===== config.mk =====
export PLATFORM = sky130hd
export DESIGN_NAME = stack_cmd_driver_flat
export DESIGN_NICKNAME = d
export VERILOG_FILES = /design/src/rtl/stack_cmd_driver_if.sv /design/src/rtl/stack_cmd_driver.sv /design/src/flat_wrapper.sv
export SDC_FILE = /design/constraint.sdc
export NUM_CORES = 1
export LEC_CHECK = 0
export CAP_MARGIN = 10
export CORE_MARGIN = 2
export CORE_UTILIZATION = 35
export DETAILED_ROUTE_END_ITERATION = 7
export PLACE_DENSITY = 0.52
export SYNTH_ARGS = -nofsm -noshare
export SYNTH_HDL_FRONTEND = slang
export SYNTH_SLANG_ARGS = --single-unit

===== constraint.sdc =====
create_clock -name CLK -period 3.3 [get_ports CLK]
set_input_delay 0.33 -clock CLK [delete_from_list [all_inputs] [get_ports CLK]]
set_output_delay 0.33 -clock CLK [all_outputs]
set_load 0.02 [all_outputs]

===== src/rtl/stack_cmd_driver_if.sv =====
// Signal bundle between the lab host, the stack command driver and the stack:
// host load/report signals plus the stack's OP/IN and OUT/OUT_VALID handshake.
interface stack_cmd_driver_if;
  logic       LOAD_VALID;
  logic       LOAD_OP;
  logic [3:0] LOAD_DATA;
  logic       LOAD_READY;
  logic       START;
  logic       BUSY;
  logic       IN_VALID;
  logic       OP;
  logic [3:0] IN;
  logic [5:0] OUT;
  logic       OUT_VALID;
  logic       DONE;
  logic [5:0] RESULT;
  logic [5:0] EXPECT;
  logic       MATCH;
  logic       TIMEOUT_ERR;

  modport master (
    input  LOAD_VALID, LOAD_OP, LOAD_DATA, START, OUT, OUT_VALID,
    output LOAD_READY, BUSY, IN_VALID, OP, IN, DONE, RESULT, EXPECT, MATCH, TIMEOUT_ERR
  );

  modport slave (
    output LOAD_VALID, LOAD_OP, LOAD_DATA, START, OUT, OUT_VALID,
    input  LOAD_READY, BUSY, IN_VALID, OP, IN, DONE, RESULT, EXPECT, MATCH, TIMEOUT_ERR
  );
endinterface


===== src/rtl/stack_cmd_driver.sv =====
// Buffers host push/pop commands, replays them as one burst to the 4-deep summing
// stack, and compares the stack's result against an internal model of the stack.
module stack_cmd_driver #(
  parameter int DEPTH   = 8,
  parameter int TIMEOUT = 15
) (
  input logic                CLK,
  input logic                RESET,
  stack_cmd_driver_if.master bus
);
  localparam int CW = $clog2(DEPTH) + 1;
  localparam int AW = (DEPTH > 1) ? $clog2(DEPTH) : 1;
  localparam int TW = $clog2(TIMEOUT + 2);

  typedef enum logic [1:0] {S_IDLE, S_SEND, S_WAIT, S_REPORT} state_t;
  state_t state, next_state;

  logic [4:0]    queue_mem [DEPTH];
  logic [CW-1:0] count;
  logic [CW-1:0] send_idx;
  logic [TW-1:0] wait_cnt;
  logic [3:0]    model_ent [4];
  logic [2:0]    model_depth;
  logic          in_valid;
  logic          op;
  logic [3:0]    in_data;
  logic          done;
  logic [5:0]    result;
  logic [5:0]    expect_sum;
  logic          match;
  logic          timeout_err;
  logic [5:0]    model_sum;
  logic [4:0]    send_entry;
  logic          load_ready;
  logic          load_fire;
  logic          start_fire;
  logic          send_last;
  logic          wait_expired;

  assign load_ready   = (state == S_IDLE) && (count < CW'(DEPTH)) && !RESET;
  assign load_fire    = bus.LOAD_VALID && load_ready;
  assign start_fire   = (state == S_IDLE) && bus.START && (count != '0);
  assign send_last    = (send_idx == count);
  assign send_entry   = queue_mem[send_idx[AW-1:0]];
  assign wait_expired = (wait_cnt == TW'(TIMEOUT));
  assign model_sum    = 6'(model_ent[0]) + 6'(model_ent[1]) + 6'(model_ent[2]) + 6'(model_ent[3]);

  assign bus.LOAD_READY  = load_ready;
  assign bus.BUSY        = (state != S_IDLE);
  assign bus.IN_VALID    = in_valid;
  assign bus.OP          = op;
  assign bus.IN          = in_data;
  assign bus.DONE        = done;
  assign bus.RESULT      = result;
  assign bus.EXPECT      = expect_sum;
  assign bus.MATCH       = match;
  assign bus.TIMEOUT_ERR = timeout_err;

  // Queue storage needs no reset: count alone decides which entries are live.
  always_ff @(posedge CLK) begin
    if (load_fire) queue_mem[count[AW-1:0]] <= {bus.LOAD_OP, bus.LOAD_DATA};
  end

  always_ff @(posedge CLK) begin
    if (RESET) state <= S_IDLE;
    else       state <= next_state;
  end

  always_comb begin
    next_state = state;
    case (state)
      S_IDLE:   if (start_fire) next_state = S_SEND;
      S_SEND:   if (send_last) next_state = S_WAIT;
      S_WAIT:   if (bus.OUT_VALID || wait_expired) next_state = S_REPORT;
      S_REPORT: next_state = S_IDLE;
      default:  next_state = S_IDLE;
    endcase
  end

  always_ff @(posedge CLK) begin
    if (RESET) begin
      count       <= '0;
      send_idx    <= '0;
      wait_cnt    <= '0;
      in_valid    <= 1'b0;
      op          <= 1'b0;
      in_data     <= '0;
      done        <= 1'b0;
      result      <= '0;
      expect_sum  <= '0;
      match       <= 1'b0;
      timeout_err <= 1'b0;
      model_depth <= '0;
      for (int i = 0; i < 4; i++) model_ent[i] <= '0;
    end else begin
      done <= 1'b0;
      case (state)
        S_IDLE: begin
          if (load_fire) count <= count + 1'b1;
          if (start_fire) begin
            send_idx    <= '0;
            result      <= '0;
            expect_sum  <= '0;
            match       <= 1'b0;
            timeout_err <= 1'b0;
            model_depth <= '0;
            for (int i = 0; i < 4; i++) model_ent[i] <= '0;
          end
        end
        S_SEND: begin
          if (!send_last) begin
            in_valid <= 1'b1;
            op       <= send_entry[4];
            in_data  <= send_entry[3:0];
            send_idx <= send_idx + 1'b1;
            // The model tracks what the stack should hold, including its overflow/underflow drops.
            if (send_entry[4]) begin
              if (model_depth < 3'd4) begin
                model_ent[model_depth[1:0]] <= send_entry[3:0];
                model_depth                 <= model_depth + 3'd1;
              end
            end else if (model_depth != 3'd0) begin
              model_ent[model_depth[1:0] - 2'd1] <= '0;
              model_depth                        <= model_depth - 3'd1;
            end
          end else begin
            in_valid <= 1'b0;
            op       <= 1'b0;
            in_data  <= '0;
            wait_cnt <= '0;
          end
        end
        S_WAIT: begin
          if (bus.OUT_VALID) begin
            done        <= 1'b1;
            result      <= bus.OUT;
            expect_sum  <= model_sum;
            match       <= (bus.OUT == model_sum) && (model_depth != 3'd0);
            timeout_err <= 1'b0;
          end else if (wait_expired) begin
            done        <= 1'b1;
            result      <= '0;
            expect_sum  <= model_sum;
            match       <= (model_depth == 3'd0);
            timeout_err <= (model_depth != 3'd0);
          end else begin
            wait_cnt <= wait_cnt + 1'b1;
          end
        end
        S_REPORT: count <= '0;
        default: ;
      endcase
    end
  end
endmodule


===== src/flat_wrapper.sv =====
// flat-port wrapper written by rule: the top's interface ports become plain ports
module stack_cmd_driver_flat 
#(
  parameter int DEPTH   = 8,
  parameter int TIMEOUT = 15
)
  (CLK, RESET, bus_LOAD_VALID, bus_LOAD_OP, bus_LOAD_DATA, bus_START, bus_OUT, bus_OUT_VALID, bus_LOAD_READY, bus_BUSY, bus_IN_VALID, bus_OP, bus_IN, bus_DONE, bus_RESULT, bus_EXPECT, bus_MATCH, bus_TIMEOUT_ERR);
  stack_cmd_driver_if bus_i ();
  input logic CLK;
  input logic RESET;
  input wire logic [$bits(bus_i.LOAD_VALID)-1:0] bus_LOAD_VALID;
  input wire logic [$bits(bus_i.LOAD_OP)-1:0] bus_LOAD_OP;
  input wire logic [$bits(bus_i.LOAD_DATA)-1:0] bus_LOAD_DATA;
  input wire logic [$bits(bus_i.START)-1:0] bus_START;
  input wire logic [$bits(bus_i.OUT)-1:0] bus_OUT;
  input wire logic [$bits(bus_i.OUT_VALID)-1:0] bus_OUT_VALID;
  output wire logic [$bits(bus_i.LOAD_READY)-1:0] bus_LOAD_READY;
  output wire logic [$bits(bus_i.BUSY)-1:0] bus_BUSY;
  output wire logic [$bits(bus_i.IN_VALID)-1:0] bus_IN_VALID;
  output wire logic [$bits(bus_i.OP)-1:0] bus_OP;
  output wire logic [$bits(bus_i.IN)-1:0] bus_IN;
  output wire logic [$bits(bus_i.DONE)-1:0] bus_DONE;
  output wire logic [$bits(bus_i.RESULT)-1:0] bus_RESULT;
  output wire logic [$bits(bus_i.EXPECT)-1:0] bus_EXPECT;
  output wire logic [$bits(bus_i.MATCH)-1:0] bus_MATCH;
  output wire logic [$bits(bus_i.TIMEOUT_ERR)-1:0] bus_TIMEOUT_ERR;
  assign bus_i.LOAD_VALID = bus_LOAD_VALID;
  assign bus_i.LOAD_OP = bus_LOAD_OP;
  assign bus_i.LOAD_DATA = bus_LOAD_DATA;
  assign bus_i.START = bus_START;
  assign bus_i.OUT = bus_OUT;
  assign bus_i.OUT_VALID = bus_OUT_VALID;
  assign bus_LOAD_READY = bus_i.LOAD_READY;
  assign bus_BUSY = bus_i.BUSY;
  assign bus_IN_VALID = bus_i.IN_VALID;
  assign bus_OP = bus_i.OP;
  assign bus_IN = bus_i.IN;
  assign bus_DONE = bus_i.DONE;
  assign bus_RESULT = bus_i.RESULT;
  assign bus_EXPECT = bus_i.EXPECT;
  assign bus_MATCH = bus_i.MATCH;
  assign bus_TIMEOUT_ERR = bus_i.TIMEOUT_ERR;
  stack_cmd_driver #(.DEPTH(DEPTH), .TIMEOUT(TIMEOUT)) u_core (.CLK(CLK), .RESET(RESET), .bus(bus_i));
endmodule

* Word level (Yosys, flattened, before mapping) *
Memories as Yosys holds them, arrays and structs flattened. A register that Yosys moved wholly into a read port is not among the register bits.
Index checks and enable logic that the tools add are counted.
Widths: inputs -> output; s select.

storage, ports and cells
  memory bits (writable) = 56
  input port bits = 16
  memories kept = 2
  logic and storage cells = 143
  flip-flop bits (word level) = 39

operators by class
  bitwise logic cells = 5
  muxes and demuxes = 70
  eq/ne operators = 16
  order comparisons = 2
  reductions and logical operators = 26
  add/sub/neg operators = 9

memories
  name              depth  bits a word  read ports  clocked after memory_dff  wr ports  line                    source
  u_core.queue_mem  8      5            1           1                         1         stack_cmd_driver.sv:18  logic [4:0] queue_mem [DEPTH];
  u_core.model_ent  4      4            4           0                         4         stack_cmd_driver.sv:22  logic [3:0] model_ent [4];

operators with widths
  cell                 count
  $mux 4               10
  $mux 1               31
  $mux 6               5
  $pmux 6 s2           2
  $mux 3               7
  $pmux 4 s2           2
  $mux 5               3
  $add 6x4->6          2
  $mux 2               5
  $pmux 5 s2           1
  $reduce_bool 2->1    5
  $reduce_and 3->1     3
  $add 4x1->4 const B  2
  $ne 2x1->1 const B   4
  $pmux 2 s4           1
  $reduce_or 4->1      2
  $eq 6x6->1           1
  $logic_and 1x1->1    6
  $ne 2x2->1 const B   3
  $pmux 3 s2           1
  $add 4x4->5          1
  $add 5x1->5 const B  1
  $eq 5x4->1 const B   1
  $reduce_and 5->1     1
  23 further kinds     28

* Longest topological paths before layout *
Gate-level depths: netlist of run 1.

  depth after elaboration = 10
  depth in mapped cells = 12

* Worst setup path before layout of run 1 *
OpenSTA, ideal clock, no wires.

  path kind = register to register
  start point = memory u_core.model_ent[1][0]
  end point = register u_core.match, in the netlist u_core.bus.MATCH
  arrival time = 2.884 ns
  path buffers = 0
  period minus slack after synthesis = 2.958 ns
  setup slack = 0.342 ns
  cell stages (with the launch flop) = 13
  cells stage by stage = edfxtp_1 -> ha_1 -> fa_1 -> inv_1 -> fa_1 -> inv_1 -> ha_1 -> fa_1 -> a21o_1 -> a21oi_1 -> xor2_1 -> nand3_1 -> o22ai_1

RTL lines
  what                    line                     source
  start: declaration      stack_cmd_driver.sv:22
  end signal: assignment  stack_cmd_driver.sv:138  match <= (bus.OUT == model_sum) && (model_depth != 3'd0);
  end signal: assignment  stack_cmd_driver.sv:144  match <= (model_depth == 3'd0);
  end: declaration        stack_cmd_driver.sv:30   logic match;

==> results of run 1 <==
[worst min-delay path, delay by kind of cell, from the launching register on]
kind | cells | cell delay [ps]
DFF | 1 | 310
and+or+nand+nor | 2 | 90
[stage by stage]
| step | power [mW] | hold WS, ps | worst slack, ps | area, um2 |
|---|---|---|---|---|
| final | 3.44 | 446 | 224 | 5540 |
| after global routing | 3.66 | 475 | 11.8 | 5540 |
| after global placement | 2.48 | 433 | 217 | 5260 |
| after CTS | 3.48 | 447 | 134 | 5540 |
| after detailed placement | 2.48 | 438 | 154 | 5260 |
| after floorplan | 2.18 | 429 | 342 | 4650 |
[per-layer routing]
metal	routed length, um	GRT usage, %
met2	4430	22.3
met5	0	0
met4	100	4.32
met3	376	4.07
met1	4150	17.0
[layout by cell type, fill, tap and decap left out, types with 11 or more instances in the layout]
cell type,count
dfxtp_1,42
a21oi_1,21
ha_1,20
nand2_1,32
o21ai_0,13
mux2i_1,11
nor2_1,49
edfxtp_1,56
inv_1,30
clkdlybuf4s50_1,38
xor2_1,15
[state kept, by name (all words and copies together), names as in the netlist, 3 cells and up, named ones only]
| name | cells |
|---|---|
| u_core.bus.IN | 4 |
| u_core.send_idx | 4 |
| u_core.count | 4 |
| u_core.model_ent | 16 |
| u_core.wait_cnt | 5 |
| u_core.bus.RESULT | 6 |
| u_core.bus.EXPECT | 6 |
| u_core.queue_mem | 40 |
| u_core.model_depth | 3 |
[power breakdown]
group          total (mW)  internal, mW  switching [mW]
sequential           1.44          1.37          0.0642
clock               0.991         0.518           0.473
combinational        1.02         0.408           0.608
[worst max path at each step]
stage                                    startpoint                              endpoint  cells after the start
5_1_grt                                        flop  u_core.model_ent[0][3]$_SDFFCE_PN0P_                      9
6_report       u_core.model_ent[1][0]$_SDFFCE_PN0P_         u_core.bus.MATCH$_SDFFE_PP0P_                     12
3_5_place_dp   u_core.model_ent[0][0]$_SDFFCE_PN0P_         u_core.bus.MATCH$_SDFFE_PP0P_                     12
4_1_cts        u_core.model_ent[0][0]$_SDFFCE_PN0P_         u_core.bus.MATCH$_SDFFE_PP0P_                     12
3_3_place_gp   u_core.model_ent[1][0]$_SDFFCE_PN0P_         u_core.bus.MATCH$_SDFFE_PP0P_                     12
2_1_floorplan  u_core.model_ent[1][0]$_SDFFCE_PN0P_         u_core.bus.MATCH$_SDFFE_PP0P_                     12
[layout make-up]
| cell class | instances | area [um2] | area share (%) |
|---|---|---|---|
| Timing Repair Buffer | 48 | 455 | 8.21 |
| Clock buffer | 9 | 225 | 4.06 |
| Multi-Input combinational cell | 258 | 1960 | 35.3 |
| Inverter | 30 | 113 | 2.03 |
| Clock inverter | 7 | 52.6 | 0.948 |
| Tap cell | 176 | 220 | 3.97 |
| Sequential cell | 98 | 2520 | 45.5 |
[timing repair]
| item | in CTS | in global routing |
|---|---|---|
| setup endpoints to repair | 0 | 1 |
| hold endpoints to repair | 0 | 0 |
| resized for setup | 0 | 1 |
[cells by family (layout without fill, tap and decap cells)]
kind of cell / count (synthesis) / count (layout)
simple gates: 123 / 123
fa+ha+maj: 27 / 27
flops: 98 / 98
mux: 21 / 21
buf+inv: 44 / 94
compound gates: 67 / 67
xor+xnor: 20 / 20
==> summary.md, run 1 <==
| Metric | Value |
|---|---|
| Status | `finished clean` |
| Die W | `119 um` |
| Final Critical Period | `3080 ps` |
| # setup viols final | `0` |
| Max-cap violations | `0` |
| Critical path startpoint category | `flop` |
| Post-synth EDFFs | `56` |
| Distinct cell type count after synthesis | `52` |
| Ranking of synthesized cells by area | `edfxtp_1 36%, dfxtp_1 18%, ha_1 5.4%` |
| Crit path kind | `flop to flop` |
| Cells after synthesis | `400` |
| ANT nets after route | `0` |
| Total GRT Usage | `13.5%` |
| WP data arrival | `3360 ps` |
| TritonRoute pass-1 iters | `4` |
| Peak supply drop | `0.000255 V` |
| Pleak | `2.05 nW` |
| Slowest Stage Delay on Critical Path | `480 ps` |
| Final hold vios | `0` |
| Final core occ | `42.4%` |
| Pin count of the biggest net entering global routing | `26` |
| Most frequent CP cell | `fa_1` |
| Largest family of logic cells by synthesized area | `simple AND/OR/NAND/NOR gates` |
| Die Span Y | `119 um` |
| Inst Count DP | `610` |
| Crit Path Max Fanout | `2` |
| Syn Area/Cell | `11.6 um2` |
| Syn Std Cell Area | `4650 um2` |
| Hold Path End | `u_core.bus.IN_VALID$_SDFFE_PP0P_` |
| Hold-fix buffers at CTS | `0` |
| Final Skew | `7.49 ps` |
| Mux contribution to synthesized area | `7.69%` |
| RR Endpoint | `u_core.bus.MATCH$_SDFFE_PP0P_` |
| Pwr per Cell Area | `621 nW/um2` |
| Reg clk slew, reported paths | `70 ps` |
| Num Clock Sinks | `98` |
| Routed WL per cell | `14.5 um` |
| CP required | `3580 ps` |
| # H-tree levels | `3` |
| Initial antenna violation count | `0` |
| Final cycle utilization of the critical path | `93.2%` |
| Post-synthesis sequential area ratio | `54.2%` |
| Vias in the first global route | `2966` |
| CP endpoint kind | `flop` |
| Max Slew Vio Count | `0` |
| P&R area growth vs syn | `19.2%` |
| Fin nets | `488` |
| Num rows | `42` |
| R2R setup slack | `220 ps` |
| # diodes | `0` |
| Area share of and/or/nand/nor cells after synthesis | `12.6%` |
| PortBufs | `38` |
| Cell depth of the worst flop-to-flop path | `12` |
| Synth Area in Compound Gates | `9.52%` |
| Initial cell density of the core | `35.5%` |
| Core ar. | `13100 um2` |
| Post-CTS setup buffers | `0` |
| Clk_lat worst skew | `350 ps` |
| RSZ-0062 raised after global routing | `false` |
| Synth async-reset ratio | `0%` |
| Share of cells above drive strength 1 | `7.78%` |
| Die area | `14200 um2` |
| Post-route DRC | `0` |
| Finished Layout Cells | `626` |
| Post-DP HPWL | `6780 um` |
| Class of the worst hold path | `flop to flop` |
| Seq cells post-synth | `98` |
| Vias per inst | `4.85` |
| XOR/XNOR Fraction of Synth Area | `3.77%` |
| Grt ovf | `0` |
| Net Count, Synth | `443` |
| Min-delay src | `u_core.bus.IN_VALID$_SDFFE_PP0P_` |
| Max Clk Rate | `0.325 GHz` |
| Slew HR | `55.5%` |
| Crit path max-delay cell type | `fa_1` |
| Synth Area in Adders | `8.39%` |
| Kind of cell adding the most delay to the critical path | `adder cells` |
| Top cells by count, synth | `56 x edfxtp_1, 49 x nor2_1, 42 x dfxtp_1` |
| Worst r2r src | `u_core.model_ent[1][0]$_SDFFCE_PN0P_` |
| Synth Flop Type | `edfxtp_1` |
| Worst slew pin tran | `665 ps` |
| Total number of vias | `3037` |
| Leading area contributor after synthesis | `edfxtp_1` |
| Drt total wl | `9060 um` |
| GPL Wtd Cong | `0.781` |
| Longest Clk Path Bufs | `2` |
| Setup TNS | `0 ps` |
| Clock Tree Root | `clkbuf_16` |
| Total CTS buffers | `9` |
| CTS tree | `done` |
| Fillers | `1218` |
| Iteration-0 DRC Markers | `162` |
| First-pass GRT wire length | `14900 um` |
| Count leader, synth | `edfxtp_1` |
| Buf/Inv on CP | `2` |
| Yosys warnings | `0` |
| Hold Path Depth | `2` |
| Critical Path, Cell by Cell | `ha_1, fa_1, inv_1, fa_1, inv_1, ha_1, fa_1, a21o_1, a21oi_2, xor2_1, nand3_1, o22ai_1` |
| Synth top area share | `36.2%` |
| # IOs | `39` |
Note: power is estimated with default switching activity, not from simulation.
==> inputs of run 2 (changes only) <==
- CTS_CLUSTER_SIZE: default -> 25
==> results of run 2 <==
Same layout as run 1: the final DEF is identical, and so are final timing and power.
